===== src/rtl/disaggregator_if.sv =====
// ============================================================================
//  Module   : disaggregator_if
//  Brief    : Upstream (wide FIFO head) and downstream (narrow FIFO tail)
//             handshake bundle for the disaggregator.
//  Revision : 1.0  initial release
// ============================================================================
`default_nettype none

interface disaggregator_if #(
    parameter int DATA_WIDTH  = 8,
    parameter int FETCH_WIDTH = 2
);
    logic [FETCH_WIDTH*DATA_WIDTH-1:0] sender_data;
    logic                              sender_empty_n;
    logic                              sender_deq;
    logic [DATA_WIDTH-1:0]             receiver_data;
    logic                              receiver_full_n;
    logic                              receiver_enq;

    // master: the disaggregator itself; slave: the surrounding FIFOs
    modport master (
        input  sender_data, sender_empty_n, receiver_full_n,
        output sender_deq, receiver_data, receiver_enq
    );
    modport slave (
        output sender_data, sender_empty_n, receiver_full_n,
        input  sender_deq, receiver_data, receiver_enq
    );
endinterface

`default_nettype wire


===== src/rtl/disaggregator.sv =====
// ============================================================================
//  Module   : disaggregator
//  Brief    : Pops one FETCH_WIDTH*DATA_WIDTH word and emits it as
//             FETCH_WIDTH narrow words, one per clock, no reload bubble.
//  Revision : 1.0  initial release
// ============================================================================
`default_nettype none

module disaggregator #(
    parameter int DATA_WIDTH  = 8,
    parameter int FETCH_WIDTH = 2,
    parameter int MSB_FIRST   = 0
) (
    input  wire logic        clk,
    input  wire logic        rst,
    disaggregator_if.master  bus,
    input  wire logic        flush,
    output logic             busy
);
    localparam int c_IDX_W = (FETCH_WIDTH > 1) ? $clog2(FETCH_WIDTH) : 1;
    localparam logic [c_IDX_W-1:0] c_LAST = c_IDX_W'(FETCH_WIDTH - 1);

    logic [FETCH_WIDTH*DATA_WIDTH-1:0] r_buf;
    logic                              r_vld;
    logic [c_IDX_W-1:0]                r_idx;

    logic                              w_last;
    logic                              w_enq;
    logic                              w_deq;
    logic [c_IDX_W-1:0]                w_sel;
    logic [DATA_WIDTH-1:0]             w_lane [FETCH_WIDTH];

    generate
        for (genvar g = 0; g < FETCH_WIDTH; g++) begin : g_lane
            assign w_lane[g] = r_buf[g*DATA_WIDTH +: DATA_WIDTH];
        end
    endgenerate

    assign w_last = (r_idx == c_LAST);
    assign w_sel  = (MSB_FIRST != 0) ? (c_LAST - r_idx) : r_idx;
    assign w_enq  = r_vld & bus.receiver_full_n;
    // Reload while the last lane leaves keeps the narrow side at one word/clk
    assign w_deq  = bus.sender_empty_n & ~flush & ~rst & (~r_vld | (w_last & w_enq));

    assign bus.receiver_data = w_lane[w_sel];
    assign bus.receiver_enq  = w_enq;
    assign bus.sender_deq    = w_deq;
    assign busy              = r_vld;

    always_ff @(posedge clk or posedge rst) begin
        if (rst) begin
            r_buf <= '0;
            r_vld <= 1'b0;
            r_idx <= '0;
        end else if (flush) begin
            r_vld <= 1'b0;
            r_idx <= '0;
        end else if (w_deq) begin
            r_buf <= bus.sender_data;
            r_vld <= 1'b1;
            r_idx <= '0;
        end else if (w_enq) begin
            if (w_last) begin
                r_vld <= 1'b0;
                r_idx <= '0;
            end else begin
                r_idx <= r_idx + c_IDX_W'(1);
            end
        end
    end
endmodule

`default_nettype wire


===== src/flat_wrapper.sv =====
// flat-port wrapper written by rule: the top's interface ports become plain ports
module disaggregator_flat 
#(
    parameter int DATA_WIDTH  = 8,
    parameter int FETCH_WIDTH = 2,
    parameter int MSB_FIRST   = 0
)
  (clk, rst, flush, busy, bus_sender_data, bus_sender_empty_n, bus_receiver_full_n, bus_sender_deq, bus_receiver_data, bus_receiver_enq);
  disaggregator_if #(.DATA_WIDTH(DATA_WIDTH), .FETCH_WIDTH(FETCH_WIDTH)) bus_i ();
  input  wire logic clk;
  input  wire logic rst;
  input  wire logic flush;
  output logic busy;
  input wire logic [$bits(bus_i.sender_data)-1:0] bus_sender_data;
  input wire logic [$bits(bus_i.sender_empty_n)-1:0] bus_sender_empty_n;
  input wire logic [$bits(bus_i.receiver_full_n)-1:0] bus_receiver_full_n;
  output wire logic [$bits(bus_i.sender_deq)-1:0] bus_sender_deq;
  output wire logic [$bits(bus_i.receiver_data)-1:0] bus_receiver_data;
  output wire logic [$bits(bus_i.receiver_enq)-1:0] bus_receiver_enq;
  assign bus_i.sender_data = bus_sender_data;
  assign bus_i.sender_empty_n = bus_sender_empty_n;
  assign bus_i.receiver_full_n = bus_receiver_full_n;
  assign bus_sender_deq = bus_i.sender_deq;
  assign bus_receiver_data = bus_i.receiver_data;
  assign bus_receiver_enq = bus_i.receiver_enq;
  disaggregator #(.DATA_WIDTH(DATA_WIDTH), .FETCH_WIDTH(FETCH_WIDTH), .MSB_FIRST(MSB_FIRST)) u_core (.clk(clk), .rst(rst), .bus(bus_i), .flush(flush), .busy(busy));
endmodule

===== config.mk =====
export PLATFORM = sky130hd
export DESIGN_NAME = disaggregator_flat
export DESIGN_NICKNAME = d
export VERILOG_FILES = /design/src/rtl/disaggregator_if.sv /design/src/rtl/disaggregator.sv /design/src/flat_wrapper.sv
export SDC_FILE = /design/constraint.sdc
export NUM_CORES = 1
export LEC_CHECK = 0
export ABC_AREA = 1
export BUFFER_PORTS_ARGS = -buffer_cell sky130_fd_sc_hd__buf_2
export CAP_MARGIN = 40
export CORE_ASPECT_RATIO = 0.7
export CORE_MARGIN = 1
export CORE_UTILIZATION = 40
export DETAILED_ROUTE_END_ITERATION = 10
export PLACE_DENSITY = 0.67
export SYNTH_ARGS = -nofsm -noshare
export SYNTH_HDL_FRONTEND = slang
export SYNTH_SLANG_ARGS = --single-unit

===== constraint.sdc =====
create_clock -name clk -period 1.2 [get_ports clk]
set_input_delay 0.24 -clock clk [delete_from_list [all_inputs] [get_ports clk]]
set_output_delay 0.24 -clock clk [all_outputs]
set_load 0.005 [all_outputs]

==> flow_summary.yaml, run 1 <==
sta:
  setup_viol: 11
  fin_setup_tns_ps: -1841
  min_period_ps: 1386
  drv_slew: 0
  fin_skew_ps: 7.120
  rsz0062_at_grt: "yes"
  worst_pin_slew_ps: 230.1
  slew_headroom: 0.8466
  setup_ws_ps: -185.6
  fmax_mhz: 721.7
  fin_crit_sh: 1.155
  hold_viol_final: 0
synth:
  synthTopCellsByCount: "60 x nand2_1, 18 x dfrtp_1, 18 x nand3_1"
  synth_top_area_share: 0.5225
  synthDistinctLibCells: 13
  ys_warn_count: 0
  syn_nets: 131
  ys_seq_elements: 18
  seq_area_frac_synth: 0.5225
  muxShareOfSynthArea: 0
  yosys.area_share.simple: 0.4151
  synth.most_common_cell: "nand2_1"
  synth_adder_area_share: 0
  synth_compound_area_frac: 0
  synth_top_area_cell: "dfrtp_1"
  yosys_most_used_dff: "dfrtp_1"
  synth_top_family_by_area: "simple AND/OR/NAND/NOR gates"
  postSynthCellCount: 110
  avgSynthCellArea_um2: 7.837
  synth-xor-area-share: 0
  synth_area_leaders: "dfrtp_1 52%, nand2_1 26%, nand3_1 10%, buf_6 2.6%, inv_1 1.7%"
  synth_area_um2: 862.1
  synth_edf_count: 0
  ys_async_sr_fraction: 1.000
clock_tree:
  cts-buffers-inserted: 3
  cts_sinks: 18
  cts_tree: "done"
  path_clk_slew_ps: 110
  clk_path_buf_depth: 2
  htreeDepth: 1
  root_buffer: "clkbuf_4"
  clk_latency_ps: 300
routing:
  drc_errors: 1
  first_pass_iters: 7
  routed_wl_um: 2093
  drt-wirelength-per-cell_um: 11.82
  vias: 857
  vias_per_cell: 4.842
  ant_nets: 0
  dr.first_iter.drc_count: 30
pwr:
  clkPwrFrac: 0.242
  power_frac_comb: 0.247
  power.density_nw_per_um2: 1264
  internal-power_mw: 1.093
  ir_drop_v: 0.0008724
  seqPwrFrac: 0.511
  p_switching_mw: 0.4606
  leakage_nw: 0.7252
  switching_share: 0.2965
  total_power_mw: 1.553
min_path:
  hold-path-cell-count: 3
  hold_class: "in2reg"
place:
  place_congestion: 0.7784
  dp_cells: 165
  place_hpwl_um: 1383
  dpl_cell_area_um2: 1055
  port_buffers: 31
setup_path:
  r2r_cells: 7
  slowest_stage: "dfrtp_2"
  slowest_delay_ps: 470
  crit_path_end: "bus_receiver_data[5]"
  crit_cells: 4
  cpLargestDelayFamily: "flip-flops"
  end_kind: "output pin"
  critPathArrivalTime_ps: 1150
  cp-start-kind: "flop"
  path_buf_inv: 2
  cp_data_required_time_ps: 960
  path_cells: "buf_6, nand2_2, nand2_1, buf_2"
  rrSetupSlack_ps: 0
  cp-startpoint: "u_core.r_idx"
  r2r_end: "u_core.r_buf[2]"
  r2r_start: "u_core.r_idx"
  crit_path_max_fanout: 7
  critical_path_class: "reg2out"
finish:
  final_cells: 177
  drive_gt1_frac: 0.4258
  area_delta_synth_final_pct: 42.53
  fin_area_um2: 1229
  antennaDiodeCount: 0
  nets: 177
floorplan:
  start_util: 0.4454
  num_rows: 13
  die_w_um: 57.49
  die_y_um: 40.84
  die_area_um2: 2348
  ios: 32
  core_um2: 1936
grt:
  grt_max_degree: 19
  track_usage: 0.1878
  grt_pass1_wl_um: 3174
  grt_overflow_total: 0
  antenna_found_initial: 0
  grt_pass1_vias: 713
flow_run:
  cap_violations: 0
status:
  outcome: "finished, violations left"
  violations: "design-rule violations, negative setup slack"
## what timing repair did
action                     CTS  global route
setup endpoints to repair   10            27
hold buffers                 1             0
hold endpoints to repair    18             0
resized for setup            8            13
cloned                       0             1
setup buffers                4             2
pin swaps                    2            14
## through the flow
| stage | utilization | hold slack [ps] | setup slack (ps) |
|---|---|---|---|
| 2_1_floorplan | - | 178.6 | 99.02 |
| 3_5_place_dp | 0.5449 | 298.6 | 0.03220 |
| 5_1_grt | 0.6348 | 161.9 | -254.2 |
| 4_1_cts | 0.5934 | 164.4 | -199.7 |
| 3_3_place_gp | 0.5449 | 299.3 | 41.00 |
| 6_report | 0.6348 | 163.9 | -185.6 |
## layer usage
metal	share of wire	vias to the layer above	track usage
met5	0	-	0
met4	0.0014	0	0.01829
met3	0.048	2	0.06625
met2	0.47	27	0.2936
met1	0.48	394	0.2617
li1	-	434	-
## cell type report
cell class,count,area [µm²]
Fill cell,173,706.9
Sequential cell,18,452.9
Multi-Input combinational cell,83,382.9
Timing Repair Buffer,45,305.3
Clock buffer,4,36.28
Tap cell,22,27.53
Inverter,5,23.77
## cell usage in the layout (no fill, tap or decap), drive strengths merged
master	n
dfrtp	18
buf	43
nand3	19
inv	4
clkbuf	5
dlygate4sd3	1
nor2	2
nand2	62
clkinv	1
## state kept, by name, indices dropped and copies added, names as in the netlist
signal / cells
u_core.r_buf: 16
u_core.busy: 1
u_core.r_idx: 1
## how the worst min path moves through the flow
stage	startpoint	end	slack, ps
after floorplan	rst	u_core.busy	180
after global placement	rst	u_core.r_buf[15]	300
after detailed placement	rst	u_core.r_buf[15]	300
after CTS	bus_sender_data[5]	u_core.r_buf[5]	160
after global routing	bus_sender_data[7]	u_core.r_buf[7]	160
final	bus_sender_data[5]	u_core.r_buf[5]	160
## worst reg2reg max path: cells and delay by family (launching register included)
kind | cells | cell delay, ps
buffers and inverters | 2 | 300
DFF | 1 | 440
and+or+nand+nor | 5 | 360
## cells by family (layout without fill, tap and decap cells)
group | count (synthesis) | after routing
flops | 18 | 18
simple gates | 83 | 83
buf+inv | 9 | 54
## power groups by stage
stage | Combinational (mW) | Sequential [mW] | Clock, mW
after floorplan | 0.204 | 0.774 | 0
after global placement | 0.331 | 0.787 | 0
after detailed placement | 0.336 | 0.789 | 0
after CTS | 0.353 | 0.779 | 0.382
after global routing | 0.438 | 0.807 | 0.416
final | 0.383 | 0.793 | 0.377
Note: power is estimated with default switching activity, not from simulation.
==> run 2, diff against run 1 <==
--- a/config.mk
+++ b/config.mk
@@ -10,9 +10,8 @@
 export CAP_MARGIN = 40
 export CORE_ASPECT_RATIO = 0.7
 export CORE_MARGIN = 1
-export CORE_UTILIZATION = 40
+export CORE_UTILIZATION = 38
 export DETAILED_ROUTE_END_ITERATION = 10
-export PLACE_DENSITY = 0.67
 export SYNTH_ARGS = -nofsm -noshare
 export SYNTH_HDL_FRONTEND = slang
 export SYNTH_SLANG_ARGS = --single-unit
==> run 2 against run 1 <==
Against the previous run:
- register-to-register slack gained 60 ps
- die area grew 5.0%
- clock-buffer cell count shrank 1
- highest routed layer unchanged
- the flow finishes with violations (negative setup slack)
- setup slack lost 8.8 ps
- critical endpoint is now bus_sender_deq
- combinational power grew 2%
- sequential power is essentially flat
- largest power group unchanged
- global-route usage grew 0.87 points
==> flow_summary.yaml, run 2 (synthesis gave the netlist of run 1 again) <==
routing:
  drt-wirelength-per-cell_um: 11.62
  dr.first_iter.drc_count: 25
  vias_per_cell: 4.584
  first_pass_iters: 3
  drc_errors: 0
  vias: 848
  ant_nets: 0
  routed_wl_um: 2149
setup_path:
  cp-start-kind: "flop"
  end_kind: "output pin"
  cp_data_required_time_ps: 960
  r2r_cells: 6
  critical_path_class: "reg2out"
  critPathArrivalTime_ps: 1150
  crit_path_max_fanout: 5
sta:
  slew_headroom: 0.8454
  fmax_mhz: 717.1
  setup_viol: 10
  fin_setup_tns_ps: -1662
  setup_ws_ps: -194.4
  min_period_ps: 1394
  fin_skew_ps: 1.785
  rsz0062_at_grt: "yes"
  fin_crit_sh: 1.162
  drv_slew: 0
  hold_viol_final: 0
  worst_pin_slew_ps: 231.9
flow_run:
  cap_violations: 0
clock_tree:
  cts_sinks: 18
  cts-buffers-inserted: 3
  path_clk_slew_ps: 90
  cts_tree: "done"
  root_buffer: "clkbuf_4"
  clk_path_buf_depth: 2
  clk_latency_ps: 280
  htreeDepth: 1
pwr:
  clkPwrFrac: 0.192
  power_frac_comb: 0.266
  seqPwrFrac: 0.542
  internal-power_mw: 1.026
  leakage_nw: 0.7136
  p_switching_mw: 0.4399
  power.density_nw_per_um2: 1186
  switching_share: 0.3001
  ir_drop_v: 0.0008199
finish:
  fin_area_um2: 1236
  final_cells: 185
  final_util: 0.5785
  drive_gt1_frac: 0.4183
  area_delta_synth_final_pct: 43.40
  final_cell_mix: "53 x nand2_1, 29 x buf_2, 16 x nand3_1, 16 x dfrtp_1, 9 x buf_6"
  largest_reg_flops: 16
  top_register: "u_core.r_buf"
  final_common_cell: "nand2_1"
  antennaDiodeCount: 0
  nets: 176
min_path:
  hold_class: "in2reg"
  hold-path-cell-count: 3
floorplan:
  core_um2: 2137
  die_area_um2: 2466
  start_util: 0.4034
  die_w_um: 58.93
  ios: 32
  die_y_um: 41.85
  num_rows: 14
place:
  place_hpwl_um: 1458
  port_buffers: 31
  dp_cells: 177
  dpl_cell_area_um2: 1095
  place_congestion: 0.7462
grt:
  grt_pass1_wl_um: 3519
  use_met1: 0.2394
  grtUsageMet2: 0.3364
  antenna_found_initial: 0
  grt_pass1_vias: 816
  grtUsageMet3: 0.06542
  track_usage: 0.1965
  grt_most_used_layer: "met2"
  grt_overflow_total: 0
  grt_max_degree: 19
status:
  outcome: "finished, violations left"
  violations: "negative setup slack"
-- run 2: changes by cell type in the layout (fill, tap and decap cells not counted), moves of 2 or more --
cell     change
buf_6        +5
nand2_4      +2
nand2_1      +3
buf_4        -3
nand2_2      -5
nand3_1      -2
-- run 2: worst max-delay path: stages, from the launching register on --
cell	delay (ps)
dfrtp_2	480
nand3_4	120
nand2_4	60
nand2_4	70
inv_2	40
buf_6	100
-- run 2: power by group through the flow --
stage | registers (mW) | clock network (mW) | logic [mW]
floorplan | 0.774 | 0 | 0.204
global placement | 0.785 | 0 | 0.342
detailed placement | 0.790 | 0 | 0.351
CTS | 0.791 | 0.298 | 0.374
global route | 0.808 | 0.317 | 0.446
finish | 0.795 | 0.282 | 0.389
-- run 2: area by class of cell --
| type | instances | area (µm²) |
|---|---|---|
| Fill cell | 220 | 900.9 |
| Sequential cell | 18 | 452.9 |
| Multi-Input combinational cell | 83 | 402.9 |
| Timing Repair Buffer | 44 | 294.0 |
| Tap cell | 32 | 40.04 |
| Inverter | 5 | 23.77 |
| Clock buffer | 3 | 22.52 |
-- run 2: stage by stage --
step                power (mW)  setup slack, ps  hold WS, ps
finish                   1.466           -194.4        182.7
global route             1.570           -244.9        176.7
CTS                      1.464           -187.9        172.7
detailed placement       1.142           -3.478        298.0
global placement         1.127            27.73        302.6
floorplan               0.9786            99.02        178.6
-- run 2: worst paths after layout --
kind                       slack (ps)               to          startpoint
max in group asynchronous         410      u_core.busy                 rst
max                              -190   bus_sender_deq         u_core.busy
min                               180  u_core.r_buf[9]  bus_sender_data[9]
min reg2reg                       480  u_core.r_buf[0]     u_core.r_buf[0]
min in group asynchronous         590     u_core.r_idx                 rst
max reg2reg                        60  u_core.r_buf[4]         u_core.busy
-- run 2: per-layer routing --
layer | wire (µm) | vias up | part of all wire
li1 | - | 430 | -
met1 | 902 | 391 | 0.42
met5 | 0 | - | 0
met4 | 29 | 0 | 0.013
met2 | 1093 | 23 | 0.51
met3 | 123 | 4 | 0.057
-- run 2: timing repair --
item,in CTS,in global routing
pin swaps,13,3
hold buffers,1,0
gates resized for setup,15,12
endpoints found under the hold margin,18,0
endpoints found under the setup margin,10,26
setup buffers,4,1
==> run 3, diff against run 2 <==
--- a/config.mk
+++ b/config.mk
@@ -12,6 +12,7 @@
 export CORE_MARGIN = 1
 export CORE_UTILIZATION = 38
 export DETAILED_ROUTE_END_ITERATION = 10
+export RECOVER_POWER = 50
 export SYNTH_ARGS = -nofsm -noshare
 export SYNTH_HDL_FRONTEND = slang
 export SYNTH_SLANG_ARGS = --single-unit
==> run 3 against run 2 <==
Against the previous run:
- the flow still finishes with violations (negative setup slack)
- wire length is the same
- fmax is essentially flat
- non-clock buffer count is the same
- via count shrank 0.12%
- largest power group unchanged
- clock power is essentially flat
- cell area shrank 0.20%
- global-route usage is the same
- power is essentially flat
- worst hold slack is essentially flat
- setup slack gained 0.52 ps
==> flow_summary.yaml, run 3 (synthesis gave the netlist of run 1 again) <==
routing:
  drt-wirelength-per-cell_um: 11.62
  ant_nets: 0
  routed_wl_um: 2149
  vias_per_cell: 4.578
  first_pass_iters: 3
  dr.first_iter.drc_count: 24
  drc_errors: 0
  vias: 847
grt:
  antenna_found_initial: 0
  grt_pass1_vias: 816
  grt_overflow_total: 0
  grt_max_degree: 19
  track_usage: 0.1965
  grt_pass1_wl_um: 3519
finish:
  seqCellArea_um2: 452.9
  fill_cells: 221
  fin_area_um2: 1234
  final_common_cell: "nand2_1"
  antennaDiodeCount: 0
  top_register: "u_core.r_buf"
  nets: 176
  largest_reg_flops: 16
  area_delta_synth_final_pct: 43.11
  drive_gt1_frac: 0.4183
  final_cell_mix: "53 x nand2_1, 29 x buf_2, 16 x nand3_1, 16 x dfrtp_1, 9 x buf_6"
  multi_input_area_um2: 402.9
floorplan:
  ios: 32
  die_w_um: 58.93
  die_area_um2: 2466
  start_util: 0.4034
  core_um2: 2137
  num_rows: 14
  die_y_um: 41.85
sta:
  fin_hold_ws_ps: 182.7
  fin_crit_sh: 1.162
  min_period_ps: 1394
  fin_skew_ps: 1.688
  drv_slew: 0
  worst_pin_slew_ps: 449.5
  setup_ws_ps: -193.9
  fmax_mhz: 717.4
  slew_headroom: 0.7003
  hold_viol_final: 0
  rsz0062_at_grt: "yes"
  setup_viol: 10
setup_path:
  end_kind: "output pin"
  slowest_stage: "dfrtp_2"
  critical_path_class: "reg2out"
  slowest_delay_ps: 480
  cpLargestDelayFamily: "flip-flops"
  cp_data_required_time_ps: 960
  crit_path_frequent_cell: "nand2_4"
  path_cells: "nand3_4, nand2_4, nand2_4, inv_2, buf_6"
  crit_path_max_fanout: 5
  rrSetupSlack_ps: 60
  critPathArrivalTime_ps: 1150
  cp-start-kind: "flop"
  path_buf_inv: 2
pwr:
  leakage_nw: 0.7129
  ir_drop_v: 0.0008198
  power.density_nw_per_um2: 1187
  total_power_mw: 1.464
clock_tree:
  path_clk_slew_ps: 90
  clk_path_buf_depth: 2
  cts-buffers-inserted: 3
  root_buffer: "clkbuf_4"
  clk_latency_ps: 280
  cts_tree: "done"
  htreeDepth: 1
  cts_sinks: 18
place:
  dpl_cell_area_um2: 1095
  place_hpwl_um: 1458
  port_buffers: 31
  pre_cts_ws_ps: -3.478
  place_congestion: 0.7462
min_path:
  hold_class: "in2reg"
status:
  outcome: "finished, violations left"
  violations: "negative setup slack"
flow_run:
  cap_violations: 0
-- run 3: area by class of cell --
type	count	share of cell area
Inverter	5	0.01927
Clock buffer	3	0.01826
Timing Repair Buffer	44	0.2363
Multi-Input combinational cell	83	0.3266
Sequential cell	18	0.3671
Tap cell	32	0.03245
-- run 3: worst register-to-register path, cell delays in order, from the launching register on --
cell and delay [ps]:
dfrtp_2 480, nand3_4 120, nand2_4 60, buf_6 120, buf_6 130, nand3_1 70, nand2_1 50
-- run 3: timing repair --
item,in CTS,in global routing
hold endpoints to repair,18,0
buffers inserted,4,1
hold buffers,1,0
endpoints found under the setup margin,10,26
gates resized for setup,15,12
pin swaps,13,3
-- run 3: per-stage QoR --
step	utilization	setup TNS, ps	cells
6_report	0.5773	-1662	185
5_1_grt	0.5773	-2215	185
2_1_floorplan	-	0	110
3_3_place_gp	0.5123	0	177
4_1_cts	0.5615	-1579	185
3_5_place_dp	0.5123	-3.478	177
-- run 3: final timing paths --
kind                                          from         endpoint  depth (start not counted)
worst max register to register         u_core.busy  u_core.r_buf[4]                          6
worst max-delay path                   u_core.busy   bus_sender_deq                          5
worst min register to register     u_core.r_buf[0]  u_core.r_buf[0]                          2
min in group asynchronous                      rst  u_core.r_buf[5]                          4
worst min-delay path            bus_sender_data[9]  u_core.r_buf[9]                          3
max in group asynchronous                      rst      u_core.busy                          4
-- run 3: metal layers --
| metal | share of wire | up-vias | track usage |
|---|---|---|---|
| li1 | - | 430 | - |
| met1 | 0.42 | 390 | 0.2394 |
| met2 | 0.51 | 23 | 0.3364 |
| met3 | 0.057 | 4 | 0.06542 |
| met4 | 0.013 | 0 | 0.04286 |
| met5 | 0 | - | 0 |
-- run 3: report_power, final --
part / switching [mW] / internal [mW] / total [mW]
Clock: 0.165 / 0.117 / 0.282
Sequential: 0.0767 / 0.718 / 0.795
Combinational: 0.198 / 0.190 / 0.388
Total: 0.440 / 1.02 / 1.46
